$ cat config.mk
export PLATFORM = sky130hd
export DESIGN_NAME = regfile_wb_arbiter
export DESIGN_NICKNAME = d
export VERILOG_FILES = /design/src/rtl/rapid_pkg.sv /design/src/rtl/wb_rr_arbiter.sv /design/src/rtl/regfile_wb_arbiter.sv
export SDC_FILE = /design/constraint.sdc
export NUM_CORES = 1
export LEC_CHECK = 0
export CORE_MARGIN = 2
export CORE_UTILIZATION = 47
export CTS_CLUSTER_SIZE = 25
export DETAILED_ROUTE_END_ITERATION = 8
export PLACE_DENSITY = 0.87
export SETUP_SLACK_MARGIN = 0.05
export SLEW_MARGIN = 20
export SYNTH_ARGS = -nofsm -noshare
export SYNTH_HDL_FRONTEND = slang
export SYNTH_HIERARCHICAL = 1
export SYNTH_SLANG_ARGS = --single-unit
export TNS_END_PERCENT = 5
$ cat constraint.sdc
create_clock -name i_clk -period 5.3 [get_ports i_clk]
set_clock_uncertainty 0.15 [all_clocks]
set_input_delay 1.06 -clock i_clk [delete_from_list [all_inputs] [get_ports i_clk]]
set_output_delay 1.06 -clock i_clk [all_outputs]
set_load 0.02 [all_outputs]
$ cat src/rtl/rapid_pkg.sv
// rapid_pkg: shared core definitions for the writeback path.
//   XLEN     - integer register width.
//   WB_NREQ  - default number of writeback requesters.
//   wb_req_s - one writeback request (valid, destination, data).
//   wb_src_e - writeback source indices as wired into the arbiter.
package rapid_pkg;

  localparam int XLEN    = 32;
  localparam int WB_NREQ = 3;

  typedef struct packed {
    logic            valid;
    logic [4:0]      rd;
    logic [XLEN-1:0] data;
  } wb_req_s;

  typedef enum logic [1:0] {
    WB_ALU = 2'd0,
    WB_LSU = 2'd1,
    WB_MDU = 2'd2
  } wb_src_e;

endpackage

$ cat src/rtl/wb_rr_arbiter.sv
// wb_rr_arbiter: picks one requester per cycle, one-hot grant.
//   i_req   [NREQ]  request vector.
//   i_ptr   [PW]    search start index (WB_ARB_RR_EN builds only).
//   o_grant [NREQ]  one-hot grant, zero when no request.
// Macro WB_ARB_RR_EN: defined -> round-robin starting at i_ptr;
// undefined -> fixed priority, lowest index wins (no pointer port).
module wb_rr_arbiter #(
  parameter int NREQ = 3
`ifdef WB_ARB_RR_EN
  ,
  parameter int PW = 2
`endif
) (
  input  logic [NREQ-1:0] i_req,
`ifdef WB_ARB_RR_EN
  input  logic [PW-1:0]   i_ptr,
`endif
  output logic [NREQ-1:0] o_grant
);

`ifdef WB_ARB_RR_EN
  logic [NREQ-1:0] mask_s;
  logic [NREQ-1:0] hi_s;
  logic [NREQ-1:0] pick_s;

  // Requests at or above the pointer take precedence; if none, wrap to the
  // full vector. x & (~x + 1) isolates the lowest set bit.
  always_comb begin
    mask_s  = ~((NREQ'(1) << i_ptr) - NREQ'(1));
    hi_s    = i_req & mask_s;
    pick_s  = (|hi_s) ? hi_s : i_req;
    o_grant = pick_s & (~pick_s + NREQ'(1));
  end
`else
  // Fixed priority: lowest set bit of the request vector.
  always_comb begin
    o_grant = i_req & (~i_req + NREQ'(1));
  end
`endif

endmodule

$ cat src/rtl/regfile_wb_arbiter.sv
// regfile_wb_arbiter: shares the register-file write port among NREQ
// writeback sources and tracks pending writes for issue hazard checks.
//   i_clk, i_reset           clock, async active-high reset.
//   i_flush                  clears scoreboard and output rd, blocks accept.
//   i_req_valid/rd/data      packed per-source writeback requests.
//   o_req_ready              one-hot accept (combinational).
//   i_issue_valid/rd         issuing instruction's destination (sets pend).
//   i_chk_rs1/rs2            sources to hazard-check.
//   o_rs1/rs2_pending        RAW indication (effective pending).
//   o_issue_stall            WAW indication for i_issue_rd.
//   o_rd/o_rd_data           registered write to register file (rd=0 idle).
// Macro WB_ARB_RR_EN selects round-robin arbitration; default is fixed
// priority with the lowest index winning.
module regfile_wb_arbiter
  import rapid_pkg::*;
#(
  parameter int NREQ = WB_NREQ,
  parameter int XLEN = rapid_pkg::XLEN
) (
  input  logic                 i_clk,
  input  logic                 i_reset,
  input  logic                 i_flush,
  input  logic [NREQ-1:0]      i_req_valid,
  input  logic [NREQ*5-1:0]    i_req_rd,
  input  logic [NREQ*XLEN-1:0] i_req_data,
  output logic [NREQ-1:0]      o_req_ready,
  input  logic                 i_issue_valid,
  input  logic [4:0]           i_issue_rd,
  input  logic [4:0]           i_chk_rs1,
  input  logic [4:0]           i_chk_rs2,
  output logic                 o_rs1_pending,
  output logic                 o_rs2_pending,
  output logic                 o_issue_stall,
  output logic [4:0]           o_rd,
  output logic [XLEN-1:0]      o_rd_data
);

  logic [NREQ-1:0] grant_s;
  logic [NREQ-1:0] ready_s;
  logic            xfer_s;
  logic [4:0]      sel_rd_s;
  logic [XLEN-1:0] sel_data_s;
  logic [4:0]      rd_r;
  logic [XLEN-1:0] data_r;
  logic [31:0]     pend_r;
  logic [31:0]     clr_vec_s;
  logic [31:0]     eff_pend_s;
  logic [31:0]     set_vec_s;
  logic            stall_s;

`ifdef WB_ARB_RR_EN
  localparam int PW = $clog2(NREQ);
  logic [PW-1:0] ptr_r;
  logic [PW-1:0] sel_idx_s;

  wb_rr_arbiter #(.NREQ(NREQ), .PW(PW)) u_arb (
    .i_req   (i_req_valid),
    .i_ptr   (ptr_r),
    .o_grant (grant_s)
  );
`else
  wb_rr_arbiter #(.NREQ(NREQ)) u_arb (
    .i_req   (i_req_valid),
    .o_grant (grant_s)
  );
`endif

  // No acceptance while flushing or held in reset.
  assign ready_s     = grant_s & {NREQ{!i_flush && !i_reset}};
  assign xfer_s      = |ready_s;
  assign o_req_ready = ready_s;

  // Grant is one-hot, so OR-ing masked slices yields the winning request.
  always_comb begin
    sel_rd_s   = 5'd0;
    sel_data_s = '0;
`ifdef WB_ARB_RR_EN
    sel_idx_s  = '0;
`endif
    for (int k = 0; k < NREQ; k++) begin
      sel_rd_s   = sel_rd_s | (i_req_rd[k*5 +: 5] & {5{ready_s[k]}});
      sel_data_s = sel_data_s | (i_req_data[k*XLEN +: XLEN] & {XLEN{ready_s[k]}});
`ifdef WB_ARB_RR_EN
      sel_idx_s  = sel_idx_s | (PW'(k) & {PW{ready_s[k]}});
`endif
    end
  end

  // Output write register; data holds on idle so only rd has to be cleared.
  always_ff @(posedge i_clk or posedge i_reset) begin
    if (i_reset) begin
      rd_r   <= 5'd0;
      data_r <= '0;
    end else if (i_flush) begin
      rd_r   <= 5'd0;
    end else if (xfer_s) begin
      rd_r   <= sel_rd_s;
      data_r <= sel_data_s;
    end else begin
      rd_r   <= 5'd0;
    end
  end

`ifdef WB_ARB_RR_EN
  // Round-robin pointer: one past the last granted source; flush keeps it.
  always_ff @(posedge i_clk or posedge i_reset) begin
    if (i_reset) begin
      ptr_r <= '0;
    end else if (xfer_s) begin
      ptr_r <= (sel_idx_s == PW'(NREQ - 1)) ? '0 : sel_idx_s + PW'(1);
    end else begin
      ptr_r <= ptr_r;
    end
  end
`endif

  // The register being written this cycle is treated as already clear,
  // because the register file forwards the write data on this cycle.
  always_comb begin
    clr_vec_s  = (32'd1 << rd_r) & {32{rd_r != 5'd0}};
    eff_pend_s = pend_r & ~clr_vec_s;
    stall_s    = eff_pend_s[i_issue_rd];
    set_vec_s  = (32'd1 << i_issue_rd)
               & {32{i_issue_valid && !stall_s && (i_issue_rd != 5'd0)}};
  end

  // Scoreboard: set wins over clear on the same register; x0 never pends.
  always_ff @(posedge i_clk or posedge i_reset) begin
    if (i_reset) begin
      pend_r <= 32'd0;
    end else if (i_flush) begin
      pend_r <= 32'd0;
    end else begin
      pend_r <= ((pend_r & ~clr_vec_s) | set_vec_s) & ~32'd1;
    end
  end

  assign o_rs1_pending = eff_pend_s[i_chk_rs1];
  assign o_rs2_pending = eff_pend_s[i_chk_rs2];
  assign o_issue_stall = stall_s;
  assign o_rd          = rd_r;
  assign o_rd_data     = data_r;

endmodule

# ---- Word level (Yosys, flattened, before mapping)
# Index checks and enable logic that the tools add are counted.
dict set report word_totals {
  register_bits 69
  inputBits 133
  out_inout_bits 43
  elab_cells 47
}
dict set report op_classes {
  addsub 1
  n_lt_le_gt_ge 3
  n_shift 2
  mux 9
  bitwise 19
  n_reduce_logical 10
}
# cell n
set op_table {}
lappend op_table {{32-bit bitwise AND} 6}
lappend op_table {{32-bit OR} 3}
lappend op_table {{1-bit by 5-bit << shifter with 32-bit output, first input constant} 2}
lappend op_table {{32-bit two-way mux} 1}
lappend op_table {{32-bit inverter} 1}
lappend op_table {{5-bit by 6-bit < comparator with 1-bit output, second input constant} 3}
lappend op_table {{5-bit bitwise AND} 3}
lappend op_table {{1-bit binary-select mux with 5-bit select} 3}
lappend op_table {{5-bit two-way mux} 2}
lappend op_table {{5-bit OR} 2}
lappend op_table {{5-bit nonzero test} 2}
lappend op_table {{3-bit bitwise AND} 2}
lappend op_table {{3-bit by 1-bit adder with 3-bit output, second input constant} 1}
lappend op_table {{1-bit logical AND} 3}
lappend op_table {{1-bit zero test} 3}
lappend op_table {{1-bit two-way mux} 3}
lappend op_table {{3-bit inverter} 1}
lappend op_table {{3-bit OR reduction} 1}
lappend op_table {{2-bit AND reduction} 1}
lappend op_table {{1-bit inverter} 1}

# ---- Logic depth before layout (Yosys ltp)
dict set report logic_depth {
  ltp_word 12
  mapped_depth 8
  depth_no_buf 7
}

# ---- Hierarchy
# The synthesis kept the hierarchy.
# module instances cells_per_inst area_each_um2 seq_area_each_um2
set modules_own_cells {}
lappend modules_own_cells {regfile_wb_arbiter 1 413 4115.2 1701.6}
lappend modules_own_cells {wb_rr_arbiter 1 3 26.3 0.0}

# ---- Worst setup path after synthesis
# Ideal clock, no wire load.
dict set report synth_timing {
  kind {input to output}
  start {input port i_issue_rd[1]}
  end {output port o_issue_stall}
  arrival_ns 2.561
  path_slack_ns 1.529
  path_stages 6
  path_buffers 1
  cell_sequence {clkbuf_1 and2_1 a22o_1 a221oi_1 a22oi_4 a21oi_1}
}
dict set report synth_between {
  elab_chain_cells 2
}
# element line
set synth_rtl {}
lappend synth_rtl {{start, declared} regfile_wb_arbiter.sv:28} ;# input logic [4:0] i_issue_rd,
lappend synth_rtl {{1-bit binary-select mux with 5-bit select} regfile_wb_arbiter.sv:122} ;# stall_s = eff_pend_s[i_issue_rd];
lappend synth_rtl {{1-bit two-way mux (implied by the code)} regfile_wb_arbiter.sv:122}
lappend synth_rtl {{end, declared} regfile_wb_arbiter.sv:33} ;# output logic o_issue_stall,
# No other way between the ends. The select of a mux whose other input is x is not followed.

# ---- Worst setup path after layout
dict set report layout_timing {
  start {input port i_issue_rd[0]}
  end {output port o_issue_stall}
}
# The elaborated chain is that of the path after synthesis.

==> flow_metrics.tcl <==
set metrics [dict create \
    outcome "complete, but fails checks" \
    violations "DRC" \
    hold_ws_ns 0.3261 \
    maxCapViolCount 0 \
    drive_gt1_frac 0.1176 \
    cts-root-buf "clkbuf_8" \
    cp_data_required_time_ns 4.09 \
    ys.flop_type "dfrtp_1" \
    grtUsageTotal 0.3209 \
    die_w_um 97.87 \
    antenna_found_initial 1 \
    p_comb_frac 0.286 \
    die_h_um 97.87 \
    fp-row-count 34 \
    final_cell_count_no_fill 687 \
    synth_common_cells "dfrtp_1 (68), a222oi_1 (37), nor2_1 (34)" \
    netlist_area_um2 4141 \
    postSynthCellCount 416 \
    ys_warn_count 6 \
    clk_latency_ns 0.36 \
    ctsHoldBuffers 0 \
    p_per_area_nw_per_um2 257.2 \
    clkTransAtPathRegs_ns 0.07 \
    dp.cells 670 \
    synth-edff-count 0 \
    coreArea_um2 8636 \
    hold_path.class "reg -> reg" \
    cts_sinks 68 \
    setup_violations 0 \
    first_pass_iters 9 \
    worstMarginPinSlew_ns 0.7298 \
    grt_pass1_wl_mm 24.02 \
    yosysTopAreaCell "dfrtp_1" \
    ys_top_cells_by_area "dfrtp_1 (41%), a222oi_1 (8.9%), mux4_2 (8.7%), a21oi_1 (3.9%), nor2_1 (3.1%)" \
    p_clk_frac 0.337 \
    cp_max_fo 13 \
    p_int_w 0.001126 \
    gp_congestion 1.039 \
    syn_to_final_growth_pct 49.73 \
    cts_buffers 9 \
    grt_pass1_vias 4489 \
    drtAntennaViolNets 0 \
    cts_tree "yes" \
    syn_avg_cell_area_um2 9.955 \
    tns_ns 0 \
    clk_path_buf_depth 2 \
    io_pins 176 \
    cp-end-kind "output port" \
    syn-num-nets 549 \
    fin_crit_ns 4.882 \
    crit_arrival_ns 3.67 \
    dpl-instance-area_um2 5948 \
    drcViolationCount 11 \
    htree_levels 3 \
    ctsResizeCount 0 \
    rsz0062_at_grt "no" \
    fmax_ghz 0.2048 \
    peakVddDrop_mv 0.1887 \
    slew_violations 0 \
    synthMostInstantiatedCell "dfrtp_1" \
    critPathLaunchType "input pin" \
    synth_seq_cells 68 \
    dp_hpwl_mm 11.55 \
    yosysTopAreaCellShare 0.4109 \
    io_buffer_count 175 \
    dr.first_iter.drc_count 470 \
    wl_mm 15.40 \
    relSlewSlack 0.5084 \
    cts_setup_buffers 0 \
    start_util 0.4796 \
    power.switching_w 0.0004690 \
    final_area_um2 6201 \
    ys_types 58 \
    p_sw_frac 0.2941 \
    ys_seq_area_frac 0.4109 \
    critPathKind "in -> out" \
    p_leak_nw 2.419 \
    grt.overflow.total 0 \
    hold_viol 0 \
    routed_via_density 6.424 \
    vias 4413 \
    pwr-share-seq 0.377 \
    dieArea_um2 9579 \
    post_drt_wl_per_cell_um 22.42 \
    period_share 0.9212 \
    fin_nets 706 \
    synthArstFlopShare 1.000 \
    grt_max_degree 43 \
]
## flip-flops by register name, indices dropped and copies added (netlist names)
| signal | flops |
|---|---|
| o_rd | 5 |
| o_rd_data | 32 |
| pend_r | 31 |
## worst paths after layout
| kind | startpoint | to | cells after the start | slack (ns) |
|---|---|---|---|---|
| max in group asynchronous | i_reset | pend_r[12] | 3 | 3.07 |
| worst max register to register | o_rd[3] | pend_r[27] | 7 | 2.19 |
| worst min register to register | o_rd_data[30] | o_rd_data[30] | 2 | 0.33 |
| worst max-delay path | i_issue_rd[0] | o_issue_stall | 7 | 0.42 |
| worst min-delay path | o_rd_data[30] | o_rd_data[30] | 2 | 0.33 |
| min in group asynchronous | i_reset | pend_r[21] | 2 | 0.98 |
## kinds of logic (layout without fill, tap and decap cells)
family                 Yosys count  count (layout)  share of synthesized area
AOI/OAI and AO/OA              153             153                     0.2804
and+or+nand+nor                118             118                     0.1450
DFF                             68              68                     0.4109
buffers and inverters           51             213                    0.04834
muxes                           26              26                     0.1154
other                            0               1                          0
## through the flow
| step | utilization | setup WS, ns | power [W] |
|---|---|---|---|
| detailed placement | 0.6888 | 0.4658 | 0.001063 |
| global placement | 0.6888 | 0.4363 | 0.001055 |
| finish | 0.7181 | 0.4175 | 0.001595 |
| global route | 0.7181 | 0.1560 | 0.001651 |
| CTS | 0.7176 | 0.4584 | 0.001597 |
| floorplan | - | 1.529 | 0.0008083 |
## layer usage
metal,wire length [um],up-vias,GRT usage
met2,7974,279,0.5548
met5,0,-,0
li1,-,1956,-
met3,1421,43,0.08232
met1,5398,2135,0.3700
met4,605,0,0.1571
## power by group through the flow
| stage | logic [W] | clock network (W) | registers [W] |
|---|---|---|---|
| floorplan | 0.000139 | 0 | 0.000670 |
| global placement | 0.000447 | 0 | 0.000609 |
| detailed placement | 0.000452 | 0 | 0.000611 |
| CTS | 0.000455 | 0.000540 | 0.000602 |
| global route | 0.000482 | 0.000563 | 0.000607 |
| finish | 0.000456 | 0.000537 | 0.000602 |
## final cells by class
class	count	area, um^2
Multi-Input combinational cell	297	2241
Clock inverter	6	111.4
Tap cell	108	135.1
Sequential cell	68	1702
Inverter	12	45.04
Clock buffer	10	137.6
Fill cell	633	2435
Timing Repair Buffer	185	1827
Antenna cell	1	2.502
## critical path: stages
cell and delay, ns:
clkdlybuf4s50_1 0.79, nor2_1 0.20, a22o_1 0.24, a221oi_1 0.45, a22oi_4 0.14, a21oi_1 0.18, clkdlybuf4s50_1 0.61
## cells in the final DEF (no fill, tap or decap), types with 6 or more instances in the layout
cell type        count
a21oi_1             32
a222oi_1            37
buf_4               10
clkbuf_8            10
clkdlybuf4s50_1    175
dfrtp_1             68
inv_1               10
mux2i_1              8
mux4_2              16
nand2_1             33
nand4_1             10
nor2_1              34
nor2b_1              6
o211ai_1             6
o21ai_0             21
o21ai_1             10
o22ai_1             17
No activity file was read; power rests on OpenSTA's default activity.
